### src/rtl/result_pipe.sv
// Result pipeline EXMA->MAMO->MOWB feeding operand bypass and GP/SR write ports; optional RESULT_PIPE_PERF_EN adds perf counters.
// Latency: EX result reaches the register-file write port 3 edges later; iw_stall freezes every stage and suppresses writes.
module result_pipe #(
   parameter int HBIT_DATA     = 15,
   parameter int HBIT_TGT_GP   = 3,
   parameter int HBIT_SRC_GP   = 3,
   parameter int HBIT_TGT_SR   = 3,
   parameter int LOAD_FWD_MAMO = 0
) (
   input  logic                   iw_clk,
   input  logic                   iw_rst_n,
   input  logic                   iw_stall,
   input  logic                   iw_flush,
   input  logic                   iw_ex_valid,
   input  logic [HBIT_TGT_GP:0]   iw_ex_tgt_gp,
   input  logic                   iw_ex_tgt_gp_we,
   input  logic [HBIT_TGT_SR:0]   iw_ex_tgt_sr,
   input  logic                   iw_ex_tgt_sr_we,
   input  logic                   iw_ex_is_load,
   input  logic [HBIT_DATA:0]     iw_ex_result,
   input  logic [HBIT_DATA:0]     iw_mem_rdata,
   input  logic [HBIT_SRC_GP:0]   iw_id_src_gp,
   input  logic [HBIT_TGT_GP:0]   iw_id_tgt_gp,
   output logic [HBIT_TGT_GP:0]   ow_tgt_exma_gp,
   output logic                   ow_tgt_exma_gp_we,
   output logic [HBIT_TGT_SR:0]   ow_tgt_exma_sr,
   output logic                   ow_tgt_exma_sr_we,
   output logic [HBIT_TGT_GP:0]   ow_tgt_mamo_gp,
   output logic                   ow_tgt_mamo_gp_we,
   output logic [HBIT_TGT_SR:0]   ow_tgt_mamo_sr,
   output logic                   ow_tgt_mamo_sr_we,
   output logic [HBIT_TGT_GP:0]   ow_tgt_mowb_gp,
   output logic                   ow_tgt_mowb_gp_we,
   output logic [HBIT_TGT_SR:0]   ow_tgt_mowb_sr,
   output logic                   ow_tgt_mowb_sr_we,
   output logic [HBIT_DATA:0]     ow_exma_result,
   output logic [HBIT_DATA:0]     ow_mamo_result,
   output logic [HBIT_DATA:0]     ow_mowb_result,
   output logic [HBIT_TGT_GP:0]   ow_gp_wr_addr,
   output logic                   ow_gp_wr_en,
   output logic [HBIT_DATA:0]     ow_gp_wr_data,
   output logic [HBIT_TGT_SR:0]   ow_sr_wr_addr,
   output logic                   ow_sr_wr_en,
   output logic [HBIT_DATA:0]     ow_sr_wr_data,
   output logic                   ow_load_hazard
`ifdef RESULT_PIPE_PERF_EN
   ,
   output logic [15:0]            ow_perf_hazard_cycles,
   output logic [15:0]            ow_perf_retired
`endif
);

   localparam bit FWD_MAMO = (LOAD_FWD_MAMO != 0);
   localparam int HW = (HBIT_SRC_GP > HBIT_TGT_GP) ? HBIT_SRC_GP : HBIT_TGT_GP;

   typedef struct packed {
      logic                 valid;
      logic [HBIT_TGT_GP:0] tgt_gp;
      logic                 gp_we;
      logic [HBIT_TGT_SR:0] tgt_sr;
      logic                 sr_we;
      logic                 is_load;
      logic [HBIT_DATA:0]   result;
   } stage_t;

   // Load data is already merged into the result on entry to MOWB, so the load flag is not carried there.
   typedef struct packed {
      logic                 valid;
      logic [HBIT_TGT_GP:0] tgt_gp;
      logic                 gp_we;
      logic [HBIT_TGT_SR:0] tgt_sr;
      logic                 sr_we;
      logic [HBIT_DATA:0]   result;
   } wb_t;

   stage_t exma, mamo, ex_entry;
   wb_t    mowb, mowb_nxt;
   logic   ex_live;

   always_comb begin
      ex_live  = iw_ex_valid & ~iw_flush;
      ex_entry = '0;
      if (ex_live) begin
         ex_entry.valid   = 1'b1;
         ex_entry.tgt_gp  = iw_ex_tgt_gp;
         ex_entry.gp_we   = iw_ex_tgt_gp_we;
         ex_entry.tgt_sr  = iw_ex_tgt_sr;
         ex_entry.sr_we   = iw_ex_tgt_sr_we;
         ex_entry.is_load = iw_ex_is_load;
         ex_entry.result  = iw_ex_result;
      end
   end

   always_comb begin
      mowb_nxt.valid  = mamo.valid;
      mowb_nxt.tgt_gp = mamo.tgt_gp;
      mowb_nxt.gp_we  = mamo.gp_we & mamo.valid;
      mowb_nxt.tgt_sr = mamo.tgt_sr;
      mowb_nxt.sr_we  = mamo.sr_we & mamo.valid;
      mowb_nxt.result = mamo.is_load ? iw_mem_rdata : mamo.result;
   end

   always_ff @(posedge iw_clk or negedge iw_rst_n) begin
      if (!iw_rst_n) begin
         exma <= '0;
         mamo <= '0;
         mowb <= '0;
      end else if (!iw_stall) begin
         exma <= ex_entry;
         mamo <= exma;
         mowb <= mowb_nxt;
      end else if (iw_flush) begin
         exma <= '0;
      end
   end

   // Forward-valid: a load in EXMA has no data yet; in MAMO only if memory data is bypassed.
   always_comb begin
      ow_tgt_exma_gp    = exma.tgt_gp;
      ow_tgt_exma_sr    = exma.tgt_sr;
      ow_tgt_exma_gp_we = exma.valid & exma.gp_we & ~exma.is_load;
      ow_tgt_exma_sr_we = exma.valid & exma.sr_we & ~exma.is_load;
      ow_exma_result    = exma.result;

      ow_tgt_mamo_gp    = mamo.tgt_gp;
      ow_tgt_mamo_sr    = mamo.tgt_sr;
      ow_tgt_mamo_gp_we = mamo.valid & mamo.gp_we & (~mamo.is_load | FWD_MAMO);
      ow_tgt_mamo_sr_we = mamo.valid & mamo.sr_we & (~mamo.is_load | FWD_MAMO);
      ow_mamo_result    = (FWD_MAMO && mamo.is_load) ? iw_mem_rdata : mamo.result;

      ow_tgt_mowb_gp    = mowb.tgt_gp;
      ow_tgt_mowb_sr    = mowb.tgt_sr;
      ow_tgt_mowb_gp_we = mowb.valid & mowb.gp_we;
      ow_tgt_mowb_sr_we = mowb.valid & mowb.sr_we;
      ow_mowb_result    = mowb.result;
   end

   always_comb begin
      ow_gp_wr_addr = mowb.tgt_gp;
      ow_gp_wr_data = mowb.result;
      ow_gp_wr_en   = mowb.valid & mowb.gp_we & ~iw_stall;
      ow_sr_wr_addr = mowb.tgt_sr;
      ow_sr_wr_data = mowb.result;
      ow_sr_wr_en   = mowb.valid & mowb.sr_we & ~iw_stall;
   end

   logic [HW:0] id_src_x, id_tgt_x, exma_tgt_x, mamo_tgt_x;
   logic        hz_exma, hz_mamo;

   always_comb begin
      id_src_x   = (HW+1)'(iw_id_src_gp);
      id_tgt_x   = (HW+1)'(iw_id_tgt_gp);
      exma_tgt_x = (HW+1)'(exma.tgt_gp);
      mamo_tgt_x = (HW+1)'(mamo.tgt_gp);
      hz_exma = exma.valid & exma.is_load & exma.gp_we &
                ((exma_tgt_x == id_src_x) | (exma_tgt_x == id_tgt_x));
      hz_mamo = mamo.valid & mamo.is_load & mamo.gp_we &
                ((mamo_tgt_x == id_src_x) | (mamo_tgt_x == id_tgt_x));
      ow_load_hazard = hz_exma | (hz_mamo & ~FWD_MAMO);
   end

`ifdef RESULT_PIPE_PERF_EN
   always_ff @(posedge iw_clk or negedge iw_rst_n) begin
      if (!iw_rst_n) begin
         ow_perf_hazard_cycles <= '0;
         ow_perf_retired       <= '0;
      end else begin
         if (ow_load_hazard && ow_perf_hazard_cycles != 16'hFFFF)
            ow_perf_hazard_cycles <= ow_perf_hazard_cycles + 16'd1;
         if ((ow_gp_wr_en || ow_sr_wr_en) && ow_perf_retired != 16'hFFFF)
            ow_perf_retired <= ow_perf_retired + 16'd1;
      end
   end
`endif

endmodule

### config.mk
export PLATFORM = sky130hd
export DESIGN_NAME = result_pipe
export DESIGN_NICKNAME = d
export VERILOG_FILES = /design/src/rtl/result_pipe.sv
export SDC_FILE = /design/constraint.sdc
export NUM_CORES = 1
export LEC_CHECK = 0
export BUFFER_PORTS_ARGS = -buffer_cell sky130_fd_sc_hd__buf_2
export CORE_ASPECT_RATIO = 0.9
export CORE_UTILIZATION = 48
export DETAILED_ROUTE_END_ITERATION = 10
export PLACE_DENSITY = 0.79
export SLEW_MARGIN = 40
export SYNTH_ARGS = -nofsm -noshare
export SYNTH_HDL_FRONTEND = slang
export SYNTH_SLANG_ARGS = --single-unit
### constraint.sdc
create_clock -name iw_clk -period 1.57 [get_ports iw_clk]
set_input_delay 0.2355 -clock iw_clk [delete_from_list [all_inputs] [get_ports iw_clk]]
set_output_delay 0.2355 -clock iw_clk [all_outputs]
set_load 0.005 [all_outputs]
-- After elaboration in Yosys (flattened, before gate mapping)
Index checks and enable logic that the tools add are counted.
- input bits: 56
- output and inout bits: 121
- flip-flop bits (word level): 83
- word-level logic and storage cells: 55
- equality and inequality tests: 5
- bitwise operators: 26
- mux-type cells: 4
- operators with widths (kind ; number):
    28-bit 2-to-1 mux ; 3
    1-bit AND ; 19
    4-bit == test ; 4
    16-bit 2-to-1 mux ; 1
    1-bit inverter ; 4
    1-bit bitwise OR ; 3
    2-bit by 1-bit inequality test with 1-bit output (second input constant) ; 1

-- Depth between registers and ports, before layout
- depth after elaboration: 4
- depth in mapped cells: 4

-- Worst setup path before layout
No wires, ideal clock.
- kind: reg2out
- start: reg exma (netlist bit ow_tgt_exma_gp[1])
- end: out ow_load_hazard
- path slack: 248 ps
- cell stages (with the launch flop): 5
- arrival: 1087 ps
- required time: 1334 ps
- cell sequence: dfrtp_1 > xor2_1 > nor4_1 > a41oi_1 > o21ai_0
- cells in the longest elaborated chain, start to end: 4
- elaborated cells on any way between the ends: 5
- classes of those cells: eq/ne: 2; bitwise: 3
- ends and longest elaborated chain (item ; line ; text):
    start, declared ; 76 ; stage_t exma, mamo, ex_entry;
    start signal, assigned ; 109 ; exma <= ex_entry;
    4-bit == test ; 156 ; ((exma_tgt_x == id_src_x) | (exma_tgt_x == id_tgt_x));
    1-bit bitwise OR (*) ; 156 ;
    1-bit AND (*) ; 155 ; hz_exma = exma.valid & exma.is_load & exma.gp_we &
    1-bit bitwise OR (*) ; 159 ; ow_load_hazard = hz_exma | (hz_mamo & ~FWD_MAMO);
    end, declared ; 45 ; output logic ow_load_hazard
Every way passes the cells marked *; elsewhere a longest branch is shown, timed or not.

-- Worst setup path after layout
- start: reg mamo (netlist bit ow_tgt_mamo_gp[1])
- end: out ow_load_hazard
- cells in the longest elaborated chain, start to end: 4
- elaborated cells on any way between the ends: 5
- classes of those cells: eq/ne: 2; bitwise: 3
- ends and longest elaborated chain (item ; line ; text):
    start, declared ; 76 ;
    start signal, assigned ; 110 ; mamo <= exma;
    4-bit == test ; 158 ; ((mamo_tgt_x == id_src_x) | (mamo_tgt_x == id_tgt_x));
    1-bit bitwise OR (*) ; 158 ;
    1-bit AND (*) ; 157 ; hz_mamo = mamo.valid & mamo.is_load & mamo.gp_we &
    1-bit bitwise OR (*) ; 159 ;
Marked as above.

==> results by group <==
Synth
  – Synth top area share: 48.6%
  – Ys Warns: 0
  – Net Count, Synth: around 420
  – Most common flop cell mapped by yosys: dfrtp_1
  – Synth cell count leaders: 117 x buf_4, 83 x dfrtp_1, 37 x mux2_2, 27 x a22o_1, 20 x nand2_1
  – EDFF count, synth: 0
  – Dominant cells by area after synthesis: dfrtp_1 49%, buf_4 21%, mux2_2 9.7%, a22o_1 5.5%, mux2i_1 3.7%
  – Yosys reg bits: 83
  – Area leader, netlist: dfrtp_1
  – Most common cell in the netlist: buf_4
  – Synthesized instance count: 362
  – Syn Area/Cell: 11.8 sq um
  – Synthesized area: 0.00428 sq mm
  – Seq/Total Area, Yosys: between 40% and 50%
  – Cell variety after synth: 22
  – Fraction of registers with async set/reset: 100%

Cells and area
  – Fin area: ~0.0047 sq mm
  – Share of cells above drive strength 1: 55.9%
  – Non-filler cells, final: 561
  – FF/Latch Area: between 0.002 and 0.0025 sq mm
  – Layout Nets: about 490
  – Final core occ: around 55%
  – Area grow syn2layout: 10.5%
  – Fillcell total: between 700 and 800
  – Area of the multi-input gates: 0.00126 sq mm
  – Diodes inserted: 0

Floorplan
  – Die H: between 90 and 100 um
  – I/O pin cnt: 177
  – Die area: around 0.0093 sq mm
  – Placeable Area: approximately 0.0086 sq mm
  – Starting Density: 49.7%
  – Site Rows: 32
  – Die Wd: between 100 and 150 um

Timing
  – Clock skew: just over 9 ps
  – Unrepaired setup endpoints after global routing: true
  – Period Utilization, post-route: 120%
  – Slew headroom: about three quarters
  – Pins Over Slew Limit: 0
  – Max Freq: 0.532 GHz
  – Hold WS: 105 ps
  – Fin. Hold Viols: 0
  – Worst-margin pin slew: 358 ps
  – Min Clock Period, post-route: ~1900 ps
  – Final setup fails: 1
  – Setup tns final: -308 ps
  – Worst setup slack after layout: -308 ps

Place
  – HPWL after detailed placement: around 6.0 mm
  – Post-DP Area: roughly 0.0045 sq mm
  – GPL Wtd Cong: 0.833
  – Dpl cells: 540
  – IO Port Bufs: roughly 180
  – Worst slack, placed: roughly 17 ps

Power
  – Sw Share: 25.0%
  – Static leakage power: 2.66 nW
  – Cell Int Power: approximately 3.4 mW
  – Clock share of power: 33.5%
  – P per Cell Area: around 950 mW/mm^2
  – Maximum vdd drop: about 430 uV
  – P_sw: roughly 1.1 mW
  – Total power draw: approximately 4.5 mW
  – Combinational share of power: 13.8%
  – Seq pwr share: a little over half

Setup path
  – CP Data Required Time: about 1300 ps
  – Count of cells along the worst register-to-register path: 3
  – Reg-to-reg endpoint: ow_gp_wr_data[13]
  – Worst reg2reg path startpoint: mamo[16]
  – Worst R2R Setup Slack: between 300 and 400 ps
  – Crit path to: ow_load_hazard
  – CP startpoint kind: flop
  – Setup crit start: ow_tgt_mamo_gp[1]
  – CP Capture Type: output pin
  – Critical path arrival: approximately 1600 ps
  – Crit Path Class: flop to output pin
  – Crit path max fanout: 3

CTS
  – Clock H-tree levels: 3
  – TritonCTS clock tree: built
  – Clock latency on the worst-skew pair: approximately 340 ps
  – Clock transition at path regs: ~80 ps
  – Clock root buffer: clkbuf_8
  – CTS Buffer Depth: 2
  – Sink Count: 83
  – CTS Buf Count: 9

Route
  – Vias: 2669
  – Drt wl/cell: about 14 um
  – DRT antenna net count: 0
  – DRT met1 WL: around 3.5 mm
  – Final WL: a little over 8 mm
  – DRC errors left: 0
  – Met2 WL: about 4.1 mm
  – Uppermost layer routed: met4
  – WL met3: ~380 um
  – Initial DRC count: between 60 and 70
  – First drt pass iteration count: 6
  – Vias per inst: around 4.8

Global route
  – GRT Overall Usage: about 18%
  – Grt total ovfl: 0
  – Vias in the first global route: 2568
  – Initial antenna violation count: 0
  – Largest net degree at the start of global routing: 44
  – First-pass GRT wire length: approximately 13 mm

Run
  – Max_cap viols: 0

Run status
  – Failing checks: setup timing
  – Outcome: complete, but fails checks

Worst hold path
  – Hold crit path type: input port to flop
==> how the worst min path moves through the flow <==
stage	depth (start not counted)	endpoint	slack, ps	startpoint
after global placement	1	ow_mamo_result[12]	170	iw_rst_n
after detailed placement	1	ow_mamo_result[13]	170	iw_rst_n
final	2	ow_tgt_exma_sr[2]	100	iw_ex_tgt_sr[2]
after floorplan	0	exma[16]	-60	iw_rst_n
after global routing	2	ow_exma_result[2]	80	iw_ex_result[2]
after CTS	2	ow_exma_result[2]	90	iw_ex_result[2]
==> what timing repair did <==
item                       in CTS  in global routing
buffers inserted                4                  0
hold buffers                    1                  0
setup endpoints to repair       1                  1
pin swaps                       1                  0
hold endpoints to repair       24                  0
gates resized for setup         3                  1
==> critical path, stage by stage (launching register included) <==
cell and delay, ps:
dfrtp_1 430, xor2_1 170, nor4_2 310, o2111ai_1 130, o21ai_1 120, buf_2 150
==> sequential cells by signal, summed over array words and instances (netlist names) <==
signal	flops
mowb	3
ow_tgt_mamo_gp	4
ow_mamo_result	16
ow_tgt_mamo_sr	4
ow_sr_wr_addr	4
ow_gp_wr_data	16
mamo	4
ow_gp_wr_addr	4
ow_exma_result	16
ow_tgt_exma_gp	4
exma	4
ow_tgt_exma_sr	4
==> cell type report <==
cell class / instances / share of cell area, %
Clock buffer: 11 / 2.99
Multi-Input combinational cell: 152 / 26.6
Tap cell: 119 / 3.15
Sequential cell: 83 / 44.0
Timing Repair Buffer: 191 / 22.2
Clock inverter: 5 / 1.11
==> cell families (layout without fill, tap and decap cells) <==
family	Yosys count	count (layout)	share of synthesized area (%)
muxes	53	53	13.5
DFF	83	83	48.6
buffers and inverters	127	207	22.3
AOI/OAI and AO/OA	49	49	8.34
xor gates and xnor gates	16	16	3.28
and+or+nand+nor	34	34	4.07
==> cells in the final DEF, fill, tap and decap left out, types with 2 or more instances in the layout <==
| cell type | netlist | final |
|---|---|---|
| buf_2 | 5 | 175 |
| dfrtp_1 | 83 | 81 |
| mux2_2 | 37 | 37 |
| a22o_1 | 27 | 27 |
| nand2_1 | 20 | 20 |
| o21ai_0 | 19 | 18 |
| mux2i_1 | 16 | 16 |
| xor2_1 | 12 | 12 |
| buf_4 | 117 | 11 |
| clkbuf_8 | 0 | 10 |
| xnor2_1 | 4 | 4 |
| buf_12 | 0 | 4 |
| clkinv_2 | 0 | 3 |
| and3b_1 | 2 | 2 |
| nor2_1 | 2 | 2 |
| and2_1 | 2 | 2 |
| nor2b_1 | 3 | 2 |
| nor4_1 | 3 | 2 |
| dfrtp_2 | 0 | 2 |
==> per-layer routing <==
| metal | track usage [%] | vias to the layer above |
|---|---|---|
| met4 | 7.25 | 0 |
| met5 | 0 | - |
| met2 | 30.5 | 101 |
| li1 | - | 1282 |
| met3 | 3.77 | 12 |
| met1 | 22.8 | 1274 |
==> power by group through the flow <==
stage	clock, mW	sequential [mW]	combinational, mW
6_report	1.50	2.36	0.619
2_1_floorplan	0	2.38	0.523
3_3_place_gp	0	2.40	0.604
4_1_cts	1.56	2.36	0.630
3_5_place_dp	0	2.41	0.614
5_1_grt	1.66	2.38	0.686
No activity file was read; power rests on OpenSTA's default activity.
